## config.mk

```make
export PLATFORM = sky130hd
export DESIGN_NAME = tc_seq_ctrl
export DESIGN_NICKNAME = d
export VERILOG_FILES = /design/src/rtl/tc_seq_ctrl.sv
export SDC_FILE = /design/constraint.sdc
export NUM_CORES = 1
export LEC_CHECK = 0
export BUFFER_PORTS_ARGS = -buffer_cell sky130_fd_sc_hd__clkbuf_2
export CAP_MARGIN = 20
export CORE_AREA = 5 5 62 58
export CTS_BUF_LIST = sky130_fd_sc_hd__clkbuf_4 sky130_fd_sc_hd__clkbuf_8
export CTS_CLUSTER_SIZE = 10
export DETAILED_ROUTE_END_ITERATION = 6
export DIE_AREA = 0 0 67 63
export GPL_TIMING_DRIVEN = 0
export PLACE_DENSITY = 0.77
export SLEW_MARGIN = 25
export SYNTH_ARGS = -nofsm -noshare
export SYNTH_HDL_FRONTEND = slang
export SYNTH_SLANG_ARGS = --single-unit
```

## constraint.sdc

```tcl
create_clock -name clk -period 1.95 [get_ports clk]
set_input_delay 0.0975 -clock clk [delete_from_list [all_inputs] [get_ports clk]]
set_output_delay 0.0975 -clock clk [all_outputs]
set_load 0.02 [all_outputs]
```

## src/rtl/tc_seq_ctrl.sv

```systemverilog
// tc_seq_ctrl: tile-loop sequencer with read-after-write hazard stalls and ready/valid row drain
module tc_seq_ctrl #(
  parameter int M        = 16,
  parameter int N        = 16,
  parameter int K        = 16,
  parameter int TILE_M   = 4,
  parameter int TILE_N   = 4,
  parameter int TILE_K   = 4,
  parameter int PIPE_LAT = 3,
  parameter int DW_PTR   = 2,
  parameter int DW_IDX   = 4
) (
  input  logic                clk,
  input  logic                reset,
  input  logic                start,
  input  logic                acc_mode,
  input  logic [DW_PTR:0]     k_tiles,
  output logic                busy,
  output logic [DW_PTR-1:0]   ptr_m,
  output logic [DW_PTR-1:0]   ptr_n,
  output logic [DW_PTR-1:0]   ptr_k,
  output logic                issue_valid,
  output logic                psum_zero,
  output logic                write_d,
  output logic [2*DW_PTR-1:0] ptr_d,
  output logic                out_valid,
  input  logic                out_ready,
  output logic [DW_IDX-1:0]   row_out,
  output logic                done
);
  localparam int TM = M / TILE_M;
  localparam int TN = N / TILE_N;
  localparam int TK = K / TILE_K;
  localparam logic [DW_PTR:0] TK_W = (DW_PTR+1)'(TK);
  typedef enum logic [1:0] {IDLE, COMPUTE, FLUSH, DRAIN} state_t;
  state_t state_q, state_d;
  logic [DW_PTR-1:0] m_q, n_q, k_q;
  logic [DW_PTR:0] kt_q;
  logic acc_q, done_q, hazard, n_wrap, m_wrap, last_issue, drain_last;
  logic [DW_IDX-1:0] row_q;
  logic [PIPE_LAT-1:0] pv_q;
  logic [2*DW_PTR-1:0] pt_q [PIPE_LAT];
  always_comb begin
    hazard = 1'b0;
    for (int i = 0; i < PIPE_LAT; i++)
      if (pv_q[i] && pt_q[i] == {m_q, n_q}) hazard = 1'b1;
  end
  assign issue_valid = state_q == COMPUTE && !hazard;
  assign n_wrap      = n_q == DW_PTR'(TN - 1);
  assign m_wrap      = m_q == DW_PTR'(TM - 1);
  assign last_issue  = issue_valid && n_wrap && m_wrap && {1'b0, k_q} == kt_q - 1'b1;
  assign drain_last  = state_q == DRAIN && out_ready && row_q == DW_IDX'(M - 1);
  always_comb begin
    state_d = state_q;
    state_d = (state_q == IDLE && start)     ? COMPUTE :
              last_issue                     ? FLUSH   :
              (state_q == FLUSH && ~|pv_q)   ? DRAIN   :
              drain_last                     ? IDLE    : state_q;
  end
  always_ff @(posedge clk or negedge reset) begin
    if (!reset) begin
      state_q <= IDLE;
      {m_q, n_q, k_q, kt_q, acc_q, done_q, row_q, pv_q} <= '0;
      for (int i = 0; i < PIPE_LAT; i++) pt_q[i] <= '0;
    end else begin
      state_q <= state_d;
      done_q  <= drain_last;
      pv_q[0] <= issue_valid;
      pt_q[0] <= {m_q, n_q};
      for (int i = 1; i < PIPE_LAT; i++) begin
        pv_q[i] <= pv_q[i-1];
        pt_q[i] <= pt_q[i-1];
      end
      if (state_q == IDLE && start) begin
        kt_q  <= (k_tiles == '0 || k_tiles > TK_W) ? TK_W : k_tiles;
        acc_q <= acc_mode;
        {m_q, n_q, k_q} <= '0;
      end
      // counters return to zero after the final issue so idle pointers read 0
      if (issue_valid) begin
        n_q <= n_wrap ? '0 : n_q + 1'b1;
        if (n_wrap) m_q <= m_wrap ? '0 : m_q + 1'b1;
        if (n_wrap && m_wrap) k_q <= last_issue ? '0 : k_q + 1'b1;
      end
      if (state_q == DRAIN && out_ready) row_q <= drain_last ? '0 : row_q + 1'b1;
    end
  end
  assign busy      = state_q != IDLE;
  assign {ptr_m, ptr_n, ptr_k} = {m_q, n_q, k_q};
  assign psum_zero = issue_valid && k_q == '0 && !acc_q;
  assign write_d   = pv_q[PIPE_LAT-1];
  assign ptr_d     = pt_q[PIPE_LAT-1];
  assign out_valid = state_q == DRAIN;
  assign row_out   = row_q;
  assign done      = done_q;
endmodule

```

==> results.md <==
- Status: finished, violations left
- Violated checks: negative setup slack
- Max Root-Sink Buffers: 2
- Ranking of synthesized cells by area: dfrtp_1 53%, nand2_1 5.2%, ha_1 5.0%, mux2i_1 4.6%, xnor2_1 4.0%
- Initial antenna violation count: 0
- Final setup viols: 1
- Drc violations: 0
- Max Freq: 504 MHz
- Most used routing layer: met2
- Die area: 4220 sq um
- Vias in the first global route: 1187
- RSZ-0062 raised after global routing: true
- Worst setup margin: -34.4 ps
- Crit path capture type: output pin
- Worst Path Max Fanout: 5
- Hold Crit Start: k_tiles[2]
- Final Hold Fails: 0
- Diodes inserted: 0
- NumNets Final: 203
- WL/cell: 13.2 um
- Worst r2r src: ptr_n[0]
- Synth Area per Inst: 10.9 sq um
- Largest family of logic cells by synthesized area: simple AND/OR/NAND/NOR gates
- Register area share after synthesis: 52.8%
- Yosys warnings: 0
- Syn_nets: 153
- DP Area: 1700 sq um
- Ports: 28
- Hold WC Path Type: in2reg
- Netlist cell types: 29
- Detailed router's first-iteration violation count: 49
- Placed instance count: 208
- Critical path's largest stage delay: 460 ps
- Vias: 1147
- Mapped Area: 1520 sq um
- Post-route minimum period: 1980 ps
- # port buffers: 27
- H-tree level count: 2
- Post-synthesis adder-cell area fraction: 4.95%
- Post-synth top area cell: dfrtp_1
- Layout Cells excl Fill: 232
- Post-synth top area share: 52.8%
- WL final: 3.07 mm
- Simple-Gate Fraction of Synth Area: 17.8%
- Gr usage total: 17.2%
- Peak VDD IR: 0.384 mV
- Clk slew on worst S/H paths: 110 ps
- Worst EP required: 1850 ps
- Final ANT Viol Nets: 0
- Die W: 67 um
- RePlAce Congestion: 0.808
- Synth Area in XOR/XNOR: 7.51%
- Syn-to-layout area delta: 31.0%
- Final global-route overflow total: 0
- GR Util met1: 20.4%
- Final Skew: 9.98 ps
- Layout cells sized above 1: 37.9%
- Setup TNS: -34.4 ps
- Pleak: 0.000956 uW
- Initial Util: 51.8%
- Routing usage on met3: 5.40%
- Least-Margin Pin Slew: 788 ps
- Post-synthesis compound-gate area fraction: 6.11%
- First-pass GRT wire length: 5.41 mm
- Post-synthesis mux area share: 5.37%
- Period utilization: 102%
- Synthesized instance count: 139
- CTS Sinks: 32
- Fin area: 1990 sq um
- Crit path launch: ptr_n[0]
- Worst skew pair latency: 340 ps
- Crit start category: register
- Largest net degree at the start of global routing: 33
- Met2 global-route usage: 28.5%
- Max_slew headroom: 47.4%
- Worst Setup Path Type: reg2out
- Average vias per placed instance: 4.94
- Clk root buf: clkbuf_4
- Die H: 63 um
- Crit-path slowest cell: dfrtp_2
- Arrival time at the worst endpoint: 1890 ps
- Cell Chain, Critical Path: inv_2, a222oi_1, nor3b_4, nor4_4, and3b_1, clkbuf_8
- Maxcap violations: 0
- CTS tree: yes
- Slew Viols, Final: 0
- Synthesized flop and latch total: 32
- Std-Cell Rows: 19
- Post-Route Utilization: 67.9%
- First-pass DRT Iterations: 4
- Pre-CTS setup slack: 115 ps
- Core box area: 2920 sq um
- CTS Buf Count: 5
- PwrDens: 606 nW/um^2
- Final HPWL DP: 2.11 mm
## layout by cell type, fill, tap and decap left out, types with 5 or more instances in the layout
cell type | synthesis | routed
nand2_1 | 21 | 21
clkbuf_4 | 0 | 5
mux2i_1 | 7 | 7
or2_2 | 5 | 5
o21ai_0 | 8 | 8
ha_1 | 6 | 6
buf_4 | 4 | 16
clkbuf_2 | 0 | 25
xnor2_1 | 7 | 6
dfrtp_1 | 32 | 28
inv_1 | 12 | 11
## cell type report
class,instances,area (sq um)
clock buffers,5,37.5
flip-flops and latches,32,806
fillers,253,938
plain buffers,6,37.5
repair buffers,43,284
clock inverters,3,42.5
inverters,12,45.0
well taps,42,52.6
multi-input cells,89,681
## synth_stat cells (all sizes together)
cell type / instances
a21oi: 2
nor4: 2
nand2b: 3
buf: 4
and3b: 1
nor2: 4
and3: 2
nand2: 21
nor3: 3
xnor2: 7
mux2: 1
and2: 1
nor3b: 1
a222oi: 1
nand3: 2
or2: 5
nand3b: 1
ha: 6
o41ai: 1
nand4: 2
o2111ai: 1
mux2i: 7
clkbuf: 2
xor2: 6
o21ai: 8
a22o: 1
dfrtp: 32
inv: 12
## kinds of logic after synthesis
group                    after synthesis
AND/OR/NAND/NOR                       48
flip-flops                            32
buffers and inverters                 18
AO/OA/AOI/OAI                         14
XOR/XNOR                              13
multiplexers                           8
adder cells (fa/ha/maj)                6
## worst max-delay path, delay by kind of cell (launching register included)
family                 cells  cell delay [ps]
AND/OR/NAND/NOR            3              580
flip-flops                 1              460
AO/OA/AOI/OAI              1              310
buffers and inverters      2              200
## through the flow
step | hold WS (ps) | total power, uW
after detailed placement | 219 | 700
after floorplan | -198 | 679
after CTS | 52.2 | 1210
after global routing | 123 | 1250
final | 57.1 | 1200
after global placement | 209 | 699
## report_power, final
group	internal [uW]	switching [uW]
Sequential	663	0
Clock	267	243
Combinational	12.2	16.9
## path summary, 6_finish.rpt
| check | to | slack, ps | cells after the start |
|---|---|---|---|
| setup / recovery | psum_zero | -30 | 6 |
| hold / removal | kt_q[0] | 60 | 4 |
| setup reg to reg | state_q[1] | 160 | 7 |
| hold reg to reg | ptr_d[2] | 410 | 0 |
| max in group asynchronous | ptr_m[0] | 1030 | 2 |
| min in group asynchronous | kt_q[0] | 360 | 2 |
## timing repair
item,4_1_cts,5_1_grt
hold endpoints to repair,35,0
buffers inserted,11,1
pin swaps,7,2
gates resized for setup,14,3
hold buffers,4,0
endpoints found under the setup margin,2,5
## layer usage
metal  share of wire [%]  wire, um  up-vias
li1                    -         -      557
met3                 4.6       141        9
met4                 2.2        69        0
met2                  51      1560       26
met1                  42      1300      555
met5                   0         0        -
## registers in the layout (all words and copies together), names as in the netlist
register / count
done: 1
ptr_m: 2
acc_q: 1
state_q: 2
row_out: 4
pt_q: 8
pv_q: 3
kt_q: 3
ptr_k: 2
ptr_d: 4
ptr_n: 2
(Power assumes the default switching activity.)
